==> src/rtl/micro_sequencer_if.sv <==
// micro_sequencer_if: opcode/flags/enable in, control word and step status out
interface micro_sequencer_if #(parameter int STEPS = 5);
    logic step_en;
    logic [3:0] opcode;
    logic flag_c;
    logic flag_z;
    logic [15:0] ctrl;
    logic [$clog2(STEPS)-1:0] step;
    logic last_step;
    logic halted;
    modport master(output step_en, opcode, flag_c, flag_z, input ctrl, step, last_step, halted);
    modport slave(input step_en, opcode, flag_c, flag_z, output ctrl, step, last_step, halted);
endinterface

==> src/rtl/micro_sequencer.sv <==
// micro_sequencer: T-state microcode sequencer driving the 16-bit datapath control word
module micro_sequencer #(
    parameter int STEPS = 5,
    parameter bit EARLY_END = 1'b1
) (
    input logic CLK,
    input logic rst,
    micro_sequencer_if.slave bus
);
    localparam int SW = $clog2(STEPS);
    typedef enum logic {RUN, HALT} mode_t;
    mode_t mode_q, mode_d;
    logic [SW-1:0] step_q, step_d;
    logic [3:0] s, op, len;
    logic [15:0] exec;
    logic last;
    assign s = 4'(step_q);
    assign op = bus.opcode;
    assign len = !EARLY_END ? 4'(STEPS) :
                 (op == 4'h2 || op == 4'h3) ? 4'd5 :
                 (op == 4'h1 || op == 4'h4) ? 4'd4 : 4'd3;
    assign last = mode_q == RUN && s == len - 4'd1;
    // execute-phase microcode; any step past an opcode's table decodes to 0
    always_comb begin
        exec = '0;
        case (op)
            4'h1: exec = s == 4'd2 ? 16'h2400 : s == 4'd3 ? 16'h0900 : '0;
            4'h2, 4'h3: exec = s == 4'd2 ? 16'h2400 : s == 4'd3 ? 16'h0810 :
                               s == 4'd4 ? (op[0] ? 16'h8160 : 16'h8140) : '0;
            4'h4: exec = s == 4'd2 ? 16'h2400 : s == 4'd3 ? 16'h1080 : '0;
            4'h5: exec = s == 4'd2 ? 16'h0088 : '0;
            4'h6: exec = s == 4'd2 ? 16'h0401 : '0;
            4'h7: exec = s == 4'd2 ? 16'h0500 : '0;
            4'h8: exec = s == 4'd2 && bus.flag_c ? 16'h0401 : '0;
            4'h9: exec = s == 4'd2 && bus.flag_z ? 16'h0401 : '0;
            4'hF: exec = s == 4'd2 ? 16'h4000 : '0;
            default: exec = '0;
        endcase
    end
    always_comb begin
        mode_d = mode_q;
        step_d = step_q;
        if (bus.step_en && mode_q == RUN) begin
            if (s == 4'd2 && op == 4'hF) mode_d = HALT;
            else step_d = last ? '0 : step_q + SW'(1);
        end
    end
    always_ff @(posedge CLK) begin
        if (rst) begin
            mode_q <= RUN;
            step_q <= '0;
        end else begin
            mode_q <= mode_d;
            step_q <= step_d;
        end
    end
    assign bus.ctrl = mode_q == HALT ? 16'h4000 : s == 4'd0 ? 16'h2002 : s == 4'd1 ? 16'h0A04 : exec;
    assign bus.step = step_q;
    assign bus.last_step = last;
    assign bus.halted = mode_q == HALT;
endmodule

==> src/flat_wrapper.sv <==
// flat-port wrapper written by rule: the top's interface ports become plain ports
module micro_sequencer_flat 
#(
    parameter int STEPS = 5,
    parameter bit EARLY_END = 1'b1
)
  (CLK, rst, bus_step_en, bus_opcode, bus_flag_c, bus_flag_z, bus_ctrl, bus_step, bus_last_step, bus_halted);
  micro_sequencer_if #(.STEPS(STEPS)) bus_i ();
  input logic CLK;
  input logic rst;
  input wire logic [$bits(bus_i.step_en)-1:0] bus_step_en;
  input wire logic [$bits(bus_i.opcode)-1:0] bus_opcode;
  input wire logic [$bits(bus_i.flag_c)-1:0] bus_flag_c;
  input wire logic [$bits(bus_i.flag_z)-1:0] bus_flag_z;
  output wire logic [$bits(bus_i.ctrl)-1:0] bus_ctrl;
  output wire logic [$bits(bus_i.step)-1:0] bus_step;
  output wire logic [$bits(bus_i.last_step)-1:0] bus_last_step;
  output wire logic [$bits(bus_i.halted)-1:0] bus_halted;
  assign bus_i.step_en = bus_step_en;
  assign bus_i.opcode = bus_opcode;
  assign bus_i.flag_c = bus_flag_c;
  assign bus_i.flag_z = bus_flag_z;
  assign bus_ctrl = bus_i.ctrl;
  assign bus_step = bus_i.step;
  assign bus_last_step = bus_i.last_step;
  assign bus_halted = bus_i.halted;
  micro_sequencer #(.STEPS(STEPS), .EARLY_END(EARLY_END)) u_core (.CLK(CLK), .rst(rst), .bus(bus_i));
endmodule
==> config.mk <==
export PLATFORM = sky130hd
export DESIGN_NAME = micro_sequencer_flat
export DESIGN_NICKNAME = d
export VERILOG_FILES = /design/src/rtl/micro_sequencer_if.sv /design/src/rtl/micro_sequencer.sv /design/src/flat_wrapper.sv
export SDC_FILE = /design/constraint.sdc
export NUM_CORES = 1
export LEC_CHECK = 0
export ABC_CLOCK_PERIOD_IN_PS = 5200
export CAP_MARGIN = 20
export CORE_UTILIZATION = 43
export DETAILED_ROUTE_END_ITERATION = 6
export GPL_TIMING_DRIVEN = 0
export PLACE_DENSITY = 0.88
export SYNTH_ARGS = -nofsm -noshare
export SYNTH_HDL_FRONTEND = slang
export SYNTH_SLANG_ARGS = --single-unit
==> constraint.sdc <==
create_clock -name CLK -period 5.2 [get_ports CLK]
set_clock_uncertainty 0.05 [all_clocks]
set_input_delay 1.04 -clock CLK [delete_from_list [all_inputs] [get_ports CLK]]
set_output_delay 1.04 -clock CLK [all_outputs]
set_load 0.05 [all_outputs]
==> impl_metrics.yaml <==
yosys:
  yosysTopAreaCellShare: 0.124
  seq_area_frac_synth: 0.124
  ys_types: 42
  synth_edf_count: 0
  synth_area_per_cell_um2: 7.09
  async_flop_share: 0
  ys.warnings.count: 0
  synth_top_flop_cell: "dfxtp_1"
  synth.ff_latch_count: 4
  postSynthCellCount: 91
  synth.largest_area_cell: "dfxtp_1"
  ys_top_cells_by_area: "dfxtp_1 (12%), ha_1 (9.7%), nand2_1 (5.2%)"
  syn_area_um2: 646
  synth_fp_nets: 105
  yosys-top-cells-count: "nand2_1 (9), nor2_1 (9), inv_1 (6), nor3_1 (6)"
floorplan:
  die_y_um: 40.8
  start_util: 0.478
  fp.dieArea_mm2: 0.00166
  ioPinCount: 30
  dieWidth_um: 40.8
  fp-row-count: 13
  core-area_mm2: 0.00135
routing:
  num_vias: 816
  drt.antenna.violating_nets: 0
  drc_errors: 0
  routed_wl_um: 1900
  post_drt_via_cell_ratio: 5.91
  firstDrtPassIters: 4
  first_iter_violations: 14
  wl_per_cell_um: 13.7
clocking:
  worst_skew_pair.late_latency_ns: 0.23
  clock_sinks: 4
  h-tree-depth: 1
  clock_path_buffers: 2
  cts_inserted_buffers: 3
  holdBufCountCts: 0
  clockRootBuffer: "clkbuf_4"
  cts_tree: "built"
  cts_resized: 0
  post_cts_buffers: 0
  clkTransAtPathRegs_ns: 0.04
timing:
  finalCriticalPeriod_ns: 4.99
  max_slew_margin: 0.658
  finalCritPeriodShare: 0.961
  setup_tns_ns: 0
  hold_slack_ns: 0.546
  fmax_ghz: 0.200
  setup_viol: 0
  report.final.slew_viol_count: 0
  rsz0062_at_grt: "no"
  layout_setup_ws_ns: 0.205
  tightest_slew_ns: 0.511
  hold_viol_final: 0
min_path:
  hold_depth: 2
  holdPathEnd: "u_core.bus.step[2]"
  hold_path.class: "reg2reg"
  min-delay-start: "u_core.bus.step[2]"
critical_path:
  cpPeakStageDelay_ns: 0.79
  cp_max_fo: 10
  startpoint: "bus_opcode[2]"
  r2r_end: "u_core.bus.step[2]"
  critPathLaunchType: "primary input"
  crit_arrival_ns: 3.90
  rrSetupSlack_ns: 3.17
  timing.rr.start: "u_core.bus.step[0]"
  cp_common_cell: "clkdlybuf4s50_1"
  r2r_cells: 7
  cp-end-kind: "output port"
  crit_slowest_cell: "clkdlybuf4s50_1"
  critPathKind: "in2out"
  crit_chain: "clkdlybuf4s50_1 > buf_1 > mux2_2 > a211o_1 > nor3_1 > buf_4 > clkdlybuf4s50_1"
  required_ns: 4.11
place:
  gp_congestion: 0.853
  dpl_cell_area_um2: 955
  dp_hpwl_um: 1470
  dp.cells: 135
  io_buffers: 29
  preCtsSetupSlack_ns: 0.238
final_layout:
  multi_input_area_um2: 505
  instances_no_fill: 138
  design_area_um2: 977
  nets: 139
  nFillCells: 122
  seqCellArea_um2: 80.1
  final_core_util: 0.724
  syn_to_final_growth_pct: 51.4
  drive_gt1_frac: 0.0732
  antennaDiodeCount: 0
power_and_ir_drop:
  seq_power_share: 0.218
  max-vdd-ir-drop_mv: 0.137
  p_int_mw: 0.0910
  power.density_mw_per_mm2: 165
  pwr-share-comb: 0.544
  p_clk_frac: 0.239
  p_total_mw: 0.161
  p_sw_mw: 0.0700
  power_leakage_nw: 0.352
  p_sw_frac: 0.435
global_routing:
  grt_first_pass_wirelength_um: 2860
  grt_max_degree: 11
  grt_pass1_vias: 671
  antenna_found_initial: 0
  grt_usage: 0.253
  gr-total-overflow: 0
run:
  drv_cap: 0
status:
  outcome: "completed"
registers in the layout (all words and copies together) (netlist names):
signal,cells
u_core.bus.halted,1
u_core.bus.step,3
metal layers:
layer  routed length [µm]  vias to the layer above  GRT usage
met2                  987                       31      0.492
met4                    0                        0     0.0500
met3                   75                        0     0.0163
met5                    0                        -          0
li1                     -                      401          -
met1                  834                      384      0.296
power by group through the flow:
stage | Clock (mW) | Combinational (mW) | Sequential, mW
finish | 0.0384 | 0.0876 | 0.0351
global route | 0.0408 | 0.0943 | 0.0353
CTS | 0.0394 | 0.0875 | 0.0351
detailed placement | 0 | 0.0870 | 0.0355
global placement | 0 | 0.0844 | 0.0354
floorplan | 0 | 0.0529 | 0.0409
worst max-delay path, delay by kind of cell:
| kind | cells | cell delay [ns] |
|---|---|---|
| simple gates | 1 | 0.26 |
| compound gates | 1 | 0.36 |
| buf+inv | 4 | 1.86 |
| mux | 1 | 0.39 |
cell families (layout without fill, tap and decap cells):
family                   after synthesis  after routing  share of synthesized area
AND/OR/NAND/NOR                       44             44                      0.372
multiplexers                           1              1                     0.0174
flip-flops                             4              4                      0.124
AO/OA/AOI/OAI                         20             20                      0.256
XOR/XNOR                               3              3                     0.0407
buffers and inverters                 14             46                     0.0930
adder cells (fa/ha/maj)                5              5                     0.0969
placed cells by master, fill, tap and decap left out, types with 2 or more instances in the layout:
master,n
clkbuf_4,3
inv_1,6
xor2_1,3
dfxtp_1,4
clkbuf_1,5
nand2_1,9
a21oi_1,3
buf_4,2
nand3b_1,3
a31oi_1,2
or4_1,2
ha_1,5
nor3_1,6
clkdlybuf4s50_1,29
nand3_1,3
nand2b_1,2
nor2_1,9
area by class of cell:
cell class | instances | share of cell area
multi-input combinational | 73 | 0.517
timing repair buffer | 29 | 0.297
sequential | 4 | 0.0819
buffer | 8 | 0.0384
clock buffer | 3 | 0.0230
inverter | 6 | 0.0230
tap | 15 | 0.0192
how the worst max path moves through the flow:
stage,endpoint,slack (ns),depth (start not counted)
after floorplan,bus_ctrl[15],0.56,5
after global placement,bus_ctrl[15],0.28,7
after detailed placement,bus_ctrl[15],0.24,7
after CTS,bus_ctrl[15],0.24,7
after global routing,bus_ctrl[15],0.07,7
final,bus_ctrl[15],0.21,7
No activity file was read; power rests on OpenSTA's default activity.
